File: config.mk
export PLATFORM = sky130hd
export DESIGN_NAME = fmc_slave_bridge_flat
export DESIGN_NICKNAME = d
export VERILOG_FILES = /design/src/rtl/fmc_slave_bridge_if.sv /design/src/rtl/fmc_slave_bridge.sv /design/src/flat_wrapper.sv
export SDC_FILE = /design/constraint.sdc
export NUM_CORES = 1
export LEC_CHECK = 0
export ABC_AREA = 1
export ABC_CLOCK_PERIOD_IN_PS = 3600
export CAP_MARGIN = 20
export CORE_ASPECT_RATIO = 0.7
export CORE_UTILIZATION = 23
export DETAILED_ROUTE_END_ITERATION = 8
export PLACE_DENSITY_LB_ADDON = 0.3
export SYNTH_ARGS = -nofsm -noshare
export SYNTH_HDL_FRONTEND = slang
export SYNTH_SLANG_ARGS = --single-unit
File: constraint.sdc
create_clock -name clk -period 3.6 [get_ports clk]
set_input_delay 0.72 -clock clk [delete_from_list [all_inputs] [get_ports clk]]
set_output_delay 0.72 -clock clk [all_outputs]
set_load 0.01 [all_outputs]
File: src/rtl/fmc_slave_bridge_if.sv
// Signal bundle between the ARM FMC pads / register bank and the bridge.
// The bridge uses the slave view; the pad/bank side uses the master view.
`timescale 1ns/1ps
interface fmc_slave_bridge_if #(
    parameter int ADDR_W = 12,
    parameter int DATA_W = 8
);
    logic              arm_ncs;
    logic              arm_nwe;
    logic              arm_noe;
    logic [ADDR_W-1:0] arm_addr;
    logic [DATA_W-1:0] arm_din;
    logic [DATA_W-1:0] arm_dout;
    logic              arm_doe;
    logic              wr_en;
    logic [ADDR_W-1:0] wr_addr;
    logic [DATA_W-1:0] wr_data;
    logic              rd_req;
    logic [ADDR_W-1:0] rd_addr;
    logic [DATA_W-1:0] rd_data;
    logic              busy;

    modport slave (
        input  arm_ncs, arm_nwe, arm_noe, arm_addr, arm_din, rd_data,
        output arm_dout, arm_doe, wr_en, wr_addr, wr_data, rd_req, rd_addr, busy
    );

    modport master (
        output arm_ncs, arm_nwe, arm_noe, arm_addr, arm_din, rd_data,
        input  arm_dout, arm_doe, wr_en, wr_addr, wr_data, rd_req, rd_addr, busy
    );
endinterface

File: src/rtl/fmc_slave_bridge.sv
// ARM asynchronous FMC responder: synchronises the bus, turns writes into
// one-cycle register strobes and reads into bank requests driven back to the pad.
`timescale 1ns/1ps
module fmc_slave_bridge #(
    parameter int ADDR_W      = 12,
    parameter int DATA_W      = 8,
    parameter int SYNC_STAGES = 2,
    parameter int RD_LATENCY  = 1
) (
    input  logic clk,
    input  logic rst,
    fmc_slave_bridge_if.slave bus
);
    localparam int CNT_W = 3;

    typedef enum logic [2:0] {
        IDLE, WR_ACT, RD_REQ, RD_WAIT, RD_DRIVE, WAIT_CS
    } state_e;

    // Strobes, address and data share the same depth so they stay aligned.
    logic [SYNC_STAGES-1:0]             ncs_sync_q, nwe_sync_q, noe_sync_q;
    logic [SYNC_STAGES-1:0][ADDR_W-1:0] addr_sync_q;
    logic [SYNC_STAGES-1:0][DATA_W-1:0] din_sync_q;

    logic              s_ncs, s_nwe, s_noe;
    logic [ADDR_W-1:0] s_addr;
    logic [DATA_W-1:0] s_din;

    assign s_ncs  = ncs_sync_q[SYNC_STAGES-1];
    assign s_nwe  = nwe_sync_q[SYNC_STAGES-1];
    assign s_noe  = noe_sync_q[SYNC_STAGES-1];
    assign s_addr = addr_sync_q[SYNC_STAGES-1];
    assign s_din  = din_sync_q[SYNC_STAGES-1];

    state_e            state_q, state_d;
    logic [ADDR_W-1:0] wr_addr_q, wr_addr_d;
    logic [DATA_W-1:0] wr_data_q, wr_data_d;
    logic              wr_pend_q, wr_pend_d;
    logic              wr_en_q, wr_en_d;
    logic              rd_req_q, rd_req_d;
    logic [ADDR_W-1:0] rd_addr_q, rd_addr_d;
    logic [CNT_W-1:0]  cnt_q, cnt_d;
    logic [DATA_W-1:0] dout_q, dout_d;
    logic              doe_q, doe_d;

    always_comb begin
        state_d   = state_q;
        wr_addr_d = wr_addr_q;
        wr_data_d = wr_data_q;
        wr_pend_d = 1'b0;
        wr_en_d   = wr_pend_q;
        rd_req_d  = 1'b0;
        rd_addr_d = rd_addr_q;
        cnt_d     = cnt_q;
        dout_d    = dout_q;
        doe_d     = doe_q;
        case (state_q)
            IDLE: begin
                if (!s_ncs && !s_nwe) begin
                    state_d   = WR_ACT;
                    wr_addr_d = s_addr;
                    wr_data_d = s_din;
                end else if (!s_ncs && !s_noe) begin
                    state_d   = RD_REQ;
                    rd_req_d  = 1'b1;
                    rd_addr_d = s_addr;
                end
            end
            WR_ACT: begin
                // Keep sampling while nWE is low; the sample that sees nWE high is past the edge.
                if (s_ncs) begin
                    state_d = IDLE;
                end else if (s_nwe) begin
                    state_d   = WAIT_CS;
                    wr_pend_d = 1'b1;
                end else begin
                    wr_addr_d = s_addr;
                    wr_data_d = s_din;
                end
            end
            RD_REQ: begin
                if (s_ncs || s_noe) begin
                    state_d = WAIT_CS;
                end else begin
                    state_d = RD_WAIT;
                    cnt_d   = CNT_W'(1);
                end
            end
            RD_WAIT: begin
                if (s_ncs || s_noe) begin
                    state_d = WAIT_CS;
                end else if (cnt_q == CNT_W'(RD_LATENCY)) begin
                    state_d = RD_DRIVE;
                    dout_d  = bus.rd_data;
                    doe_d   = 1'b1;
                end else begin
                    cnt_d = cnt_q + CNT_W'(1);
                end
            end
            RD_DRIVE: begin
                if (s_ncs || s_noe) begin
                    state_d = WAIT_CS;
                    doe_d   = 1'b0;
                end
            end
            WAIT_CS: begin
                if (s_ncs) state_d = IDLE;
            end
            default: state_d = IDLE;
        endcase
    end

    always_ff @(posedge clk or posedge rst) begin
        if (rst) begin
            ncs_sync_q  <= '1;
            nwe_sync_q  <= '1;
            noe_sync_q  <= '1;
            addr_sync_q <= '0;
            din_sync_q  <= '0;
            state_q     <= IDLE;
            wr_addr_q   <= '0;
            wr_data_q   <= '0;
            wr_pend_q   <= 1'b0;
            wr_en_q     <= 1'b0;
            rd_req_q    <= 1'b0;
            rd_addr_q   <= '0;
            cnt_q       <= '0;
            dout_q      <= '0;
            doe_q       <= 1'b0;
        end else begin
            ncs_sync_q  <= {ncs_sync_q[SYNC_STAGES-2:0], bus.arm_ncs};
            nwe_sync_q  <= {nwe_sync_q[SYNC_STAGES-2:0], bus.arm_nwe};
            noe_sync_q  <= {noe_sync_q[SYNC_STAGES-2:0], bus.arm_noe};
            addr_sync_q <= {addr_sync_q[SYNC_STAGES-2:0], bus.arm_addr};
            din_sync_q  <= {din_sync_q[SYNC_STAGES-2:0], bus.arm_din};
            state_q     <= state_d;
            wr_addr_q   <= wr_addr_d;
            wr_data_q   <= wr_data_d;
            wr_pend_q   <= wr_pend_d;
            wr_en_q     <= wr_en_d;
            rd_req_q    <= rd_req_d;
            rd_addr_q   <= rd_addr_d;
            cnt_q       <= cnt_d;
            dout_q      <= dout_d;
            doe_q       <= doe_d;
        end
    end

    assign bus.wr_en    = wr_en_q;
    assign bus.wr_addr  = wr_addr_q;
    assign bus.wr_data  = wr_data_q;
    assign bus.rd_req   = rd_req_q;
    assign bus.rd_addr  = rd_addr_q;
    assign bus.arm_dout = dout_q;
    assign bus.arm_doe  = doe_q;
    assign bus.busy     = (state_q != IDLE);
endmodule

File: src/flat_wrapper.sv
// flat-port wrapper written by rule: the top's interface ports become plain ports
module fmc_slave_bridge_flat 
#(
    parameter int ADDR_W      = 12,
    parameter int DATA_W      = 8,
    parameter int SYNC_STAGES = 2,
    parameter int RD_LATENCY  = 1
)
  (clk, rst, bus_arm_ncs, bus_arm_nwe, bus_arm_noe, bus_arm_addr, bus_arm_din, bus_rd_data, bus_arm_dout, bus_arm_doe, bus_wr_en, bus_wr_addr, bus_wr_data, bus_rd_req, bus_rd_addr, bus_busy);
  fmc_slave_bridge_if #(.ADDR_W(ADDR_W), .DATA_W(DATA_W)) bus_i ();
  input  logic clk;
  input  logic rst;
  input wire logic [$bits(bus_i.arm_ncs)-1:0] bus_arm_ncs;
  input wire logic [$bits(bus_i.arm_nwe)-1:0] bus_arm_nwe;
  input wire logic [$bits(bus_i.arm_noe)-1:0] bus_arm_noe;
  input wire logic [$bits(bus_i.arm_addr)-1:0] bus_arm_addr;
  input wire logic [$bits(bus_i.arm_din)-1:0] bus_arm_din;
  input wire logic [$bits(bus_i.rd_data)-1:0] bus_rd_data;
  output wire logic [$bits(bus_i.arm_dout)-1:0] bus_arm_dout;
  output wire logic [$bits(bus_i.arm_doe)-1:0] bus_arm_doe;
  output wire logic [$bits(bus_i.wr_en)-1:0] bus_wr_en;
  output wire logic [$bits(bus_i.wr_addr)-1:0] bus_wr_addr;
  output wire logic [$bits(bus_i.wr_data)-1:0] bus_wr_data;
  output wire logic [$bits(bus_i.rd_req)-1:0] bus_rd_req;
  output wire logic [$bits(bus_i.rd_addr)-1:0] bus_rd_addr;
  output wire logic [$bits(bus_i.busy)-1:0] bus_busy;
  assign bus_i.arm_ncs = bus_arm_ncs;
  assign bus_i.arm_nwe = bus_arm_nwe;
  assign bus_i.arm_noe = bus_arm_noe;
  assign bus_i.arm_addr = bus_arm_addr;
  assign bus_i.arm_din = bus_arm_din;
  assign bus_i.rd_data = bus_rd_data;
  assign bus_arm_dout = bus_i.arm_dout;
  assign bus_arm_doe = bus_i.arm_doe;
  assign bus_wr_en = bus_i.wr_en;
  assign bus_wr_addr = bus_i.wr_addr;
  assign bus_wr_data = bus_i.wr_data;
  assign bus_rd_req = bus_i.rd_req;
  assign bus_rd_addr = bus_i.rd_addr;
  assign bus_busy = bus_i.busy;
  fmc_slave_bridge #(.ADDR_W(ADDR_W), .DATA_W(DATA_W), .SYNC_STAGES(SYNC_STAGES), .RD_LATENCY(RD_LATENCY)) u_core (.clk(clk), .rst(rst), .bus(bus_i));
endmodule
==> metrics.md <==
| Metric | Value |
|---|---|
| Status | `complete, no violations` |
| Vias in the first global route | `2,160` |
| Met3 WL | `~320 um` |
| CP endpoint kind | `output port` |
| TritonCTS clock tree | `built` |
| Setup TNS | `0 ns` |
| LEAKAGE | `2.086 nW` |
| Nets@finish | `402` |
| WP data required | `between 2 and 3 ns` |
| Via density | `between 3 and 4` |
| Row Count | `36` |
| Max-slew violation count | `0` |
| Final hold violation count | `0` |
| Worst setup endpoint | `bus_busy` |
| Least-Margin Pin Slew | `about 0.81 ns` |
| Fmax | `roughly 420 MHz` |
| GRT Total Usage | `under 10%` |
| Top Layer Used | `met4` |
| # hold bufs at CTS | `0` |
| Max_cap viols | `0` |
| Clk_lat worst skew | `about 0.34 ns` |
| 1st-pass router iterations | `4` |
| Filler cell count | `around 1,400` |
| Netlist cell types | `22` |
| Syn-to-layout area delta | `39.17%` |
| WP depth | `3` |
| PD cells | `roughly 810 nW/um2` |
| Initial antenna violation count | `0` |
| Metal2 WL | `between 3 and 4 mm` |
| Hold crit path type | `flip-flop to flip-flop` |
| Clock transition at path regs | `roughly 0.07 ns` |
| Minimum clock period | `around 2.4 ns` |
| CP Launch Point | `u_core.state_q[0]` |
| M1 WL | `3.032 mm` |
| WL/cell | `11.71 um` |
| I/O Pins | `just under 80` |
| FF-to-FF setup slack | `between 1.5 and 2 ns` |
| First-pass GRT wire length | `between 10 and 15 mm` |
| Yosys warnings | `0` |
| Largest net degree at the start of global routing | `60` |
| Tot Pwr | `between 0.003 and 0.004 W` |
| Slowest stage delay, CP | `around 0.5 ns` |
| GR Overflow Total | `0` |
| Crit share post-route | `between 60% and 70%` |
| Synth Net Count | `between 300 and 400` |
| Crit path max-delay family | `buffers and inverters` |
| Clk root buf | `clkbuf_16` |
| CP Launch Type | `flip-flop` |
| Die ar. | `14,820 um2` |
| Clk sinks | `96` |
| Final wirelength | `roughly 6.6 mm` |
| Finished layout cell area | `4588 um2` |
| Asr flop ratio synth | `100.0%` |
| Die H | `about 100 um` |
| PortBufs | `76` |
| DR DRC count | `0` |
| H-tree depth | `3` |
| Ys flop type | `dfrtp_1` |
| Cells after DPL | `546` |
| WP buf/inv | `1` |
| Final setup fails | `0` |
| Synthesized cell area | `3297 um2` |
| Antenna-violating nets left | `0` |
| Worst reg2reg path startpoint | `u_core.state_q[2]` |
| CP max FO | `7` |
| Seq/Total Area, Yosys | `roughly 73%` |
| Initial core utilization | `a little under a quarter` |
| ANT cells | `0` |
| Worst Path Arrival | `between 1.5 and 2 ns` |
| EDFF count, synth | `0` |
| Flops & latches, synth | `96` |
| RSZ-0062 raised after global routing | `no` |
| # resized after CTS | `0` |
| Max-Slew Margin vs Limit | `a little under half` |
| VDD IR max | `about 0.3 mV` |
| Non-Filler Instances | `562` |
| Synth Instances | `around 290` |
| Minimum hold slack | `between 0.3 and 0.4 ns` |
| R2r endpoint | `u_core.bus.wr_addr[2]` |
| R2R cell count | `8` |
| Syn avg cell area | `~12 um2` |
| Crit-path cells | `nor2_1 > nand2_1 > clkdlybuf4s50_1` |
| Share of cells above drive strength 1 | `under 10%` |
| Bufs on Longest Clock Path | `2` |
| Register area | `about 2400 um2` |
| CTS Buf Count | `9` |
| Slowest stage cell, crit path | `clkdlybuf4s50_1` |
| DIE WIDTH | `approximately 150 um` |
| Initial DRC count | `around 120` |
| RePlAce Congestion | `~0.76` |
| Core footprint | `between 10,000 and 15,000 um2` |
| Vias | `between 2,000 and 2,500` |
| Area after DPL | `between 4000 and 5000 um2` |
| CP Class | `flip-flop to output port` |
| Multi-input logic area | `between 700 and 800 um2` |
| Post-DP HPWL | `4.375 mm` |
| Worst Skew | `0.007258 ns` |
| Postcts setup bufs | `0` |
## Yosys cell counts (3+ instances only)
library cell	n	area, um2
buf_6	3	33.78
buf_4	3	22.52
nand3_1	14	70.07
a21oi_1	9	45.04
nand2_1	62	232.7
inv_1	30	112.6
nor2_2	3	18.77
o21ai_1	23	115.1
nor2_1	23	86.33
o21ai_0	5	25.02
dfstp_2	6	157.7
dfrtp_1	90	2252
## worst min-delay path by stage
| stage | slack [ns] | cells past startpoint | startpoint | endpoint |
|---|---|---|---|---|
| 2_1_floorplan | 0.33 | 0 | u_core.wr_en_d | u_core.bus.wr_en |
| 3_3_place_gp | 0.33 | 0 | u_core.din_sync_q[2] | u_core.s_din[2] |
| 3_5_place_dp | 0.33 | 0 | u_core.din_sync_q[2] | u_core.s_din[2] |
| 4_1_cts | 0.35 | 0 | u_core.addr_sync_q[5] | u_core.s_addr[5] |
| 5_1_grt | 0.36 | 0 | u_core.addr_sync_q[9] | u_core.s_addr[9] |
| 6_report | 0.35 | 0 | u_core.din_sync_q[2] | u_core.s_din[2] |
## worst reg2reg max path, cell delays in order (launching register included)
cell	delay, ns
dfrtp_1	0.43
inv_2	0.14
nand2_1	0.10
nor2_2	0.17
inv_1	0.07
nand2_1	0.08
nand3_2	0.60
nand2_1	0.28
o21ai_1	0.09
## state kept, by name (all words and copies together), names as in the netlist
| signal | cells |
|---|---|
| u_core.bus.wr_addr | 12 |
| u_core.bus.arm_doe | 1 |
| u_core.bus.rd_addr | 12 |
| u_core.cnt_q | 3 |
| u_core.bus.rd_req | 1 |
| u_core.din_sync_q | 8 |
| u_core.bus.wr_data | 8 |
| u_core.ncs_sync_q | 2 |
| u_core.nwe_sync_q | 2 |
| u_core.s_addr | 12 |
| u_core.wr_en_d | 1 |
| u_core.state_q | 3 |
| u_core.s_din | 8 |
| u_core.noe_sync_q | 2 |
| u_core.bus.arm_dout | 8 |
| u_core.addr_sync_q | 12 |
| u_core.bus.wr_en | 1 |
## final cells by class
type / count / area share, %
timing repair buffer: 77 / 17.02
tap: 190 / 5.181
clock inverter: 6 / 1.991
clock buffer: 10 / 5.209
sequential: 96 / 52.52
inverter: 31 / 2.591
multi-input combinational: 152 / 15.49
## through the flow
step	utilization [%]	setup WS, ns
final	32.86	1.241
after detailed placement	30.49	1.423
after CTS	32.86	1.227
after floorplan	-	0.3846
after global routing	32.86	1.173
after global placement	30.49	1.491
## routing by layer
layer,up-vias,track usage (%)
met5,-,0
met4,0,4.615
met3,10,3.616
met2,48,15.01
met1,1005,11.56
li1,1058,-
## where the power goes
group | leakage [nW] | total (W) | switching, W | internal [W]
Clock | 0.163 | 0.00104 | 0.000408 | 0.000631
Combinational | 0.800 | 0.00117 | 0.000593 | 0.000579
Sequential | 1.12 | 0.00151 | 0.000157 | 0.00135
## cell families after synthesis
group | Yosys count | synth area share [%]
AND/OR/NAND/NOR | 111 | 14.65
flip-flops | 96 | 73.09
adder cells (fa/ha/maj) | 2 | 0.7589
buffers and inverters | 38 | 5.351
AO/OA/AOI/OAI | 39 | 6.148
## cells in the final DEF, fill, tap and decap left out
| master | Yosys | routed |
|---|---|---|
| dfrtp_1 | 90 | 90 |
| clkdlybuf4s50_1 | 0 | 76 |
| nand2_1 | 62 | 62 |
| inv_1 | 30 | 29 |
| o21ai_1 | 23 | 23 |
| nor2_1 | 23 | 23 |
| nand3_1 | 14 | 14 |
| a21oi_1 | 9 | 9 |
| clkbuf_16 | 0 | 9 |
| dfstp_2 | 6 | 6 |
| o21ai_0 | 5 | 5 |
| nor2_2 | 3 | 3 |
| nor2_4 | 2 | 2 |
| nand3_2 | 2 | 2 |
| nand4_1 | 2 | 2 |
| a21oi_2 | 2 | 2 |
| ha_1 | 2 | 2 |
| bufinv_16 | 0 | 2 |
| clkinv_4 | 0 | 2 |
| inv_2 | 1 | 1 |
| nand2_2 | 1 | 1 |
| nand3b_1 | 1 | 1 |
| inv_4 | 0 | 1 |
| or2_2 | 1 | 1 |
| clkbuf_8 | 0 | 1 |
| inv_6 | 0 | 1 |
| clkinv_2 | 0 | 1 |
| buf_12 | 0 | 1 |
No activity file was read; power rests on OpenSTA's default activity.
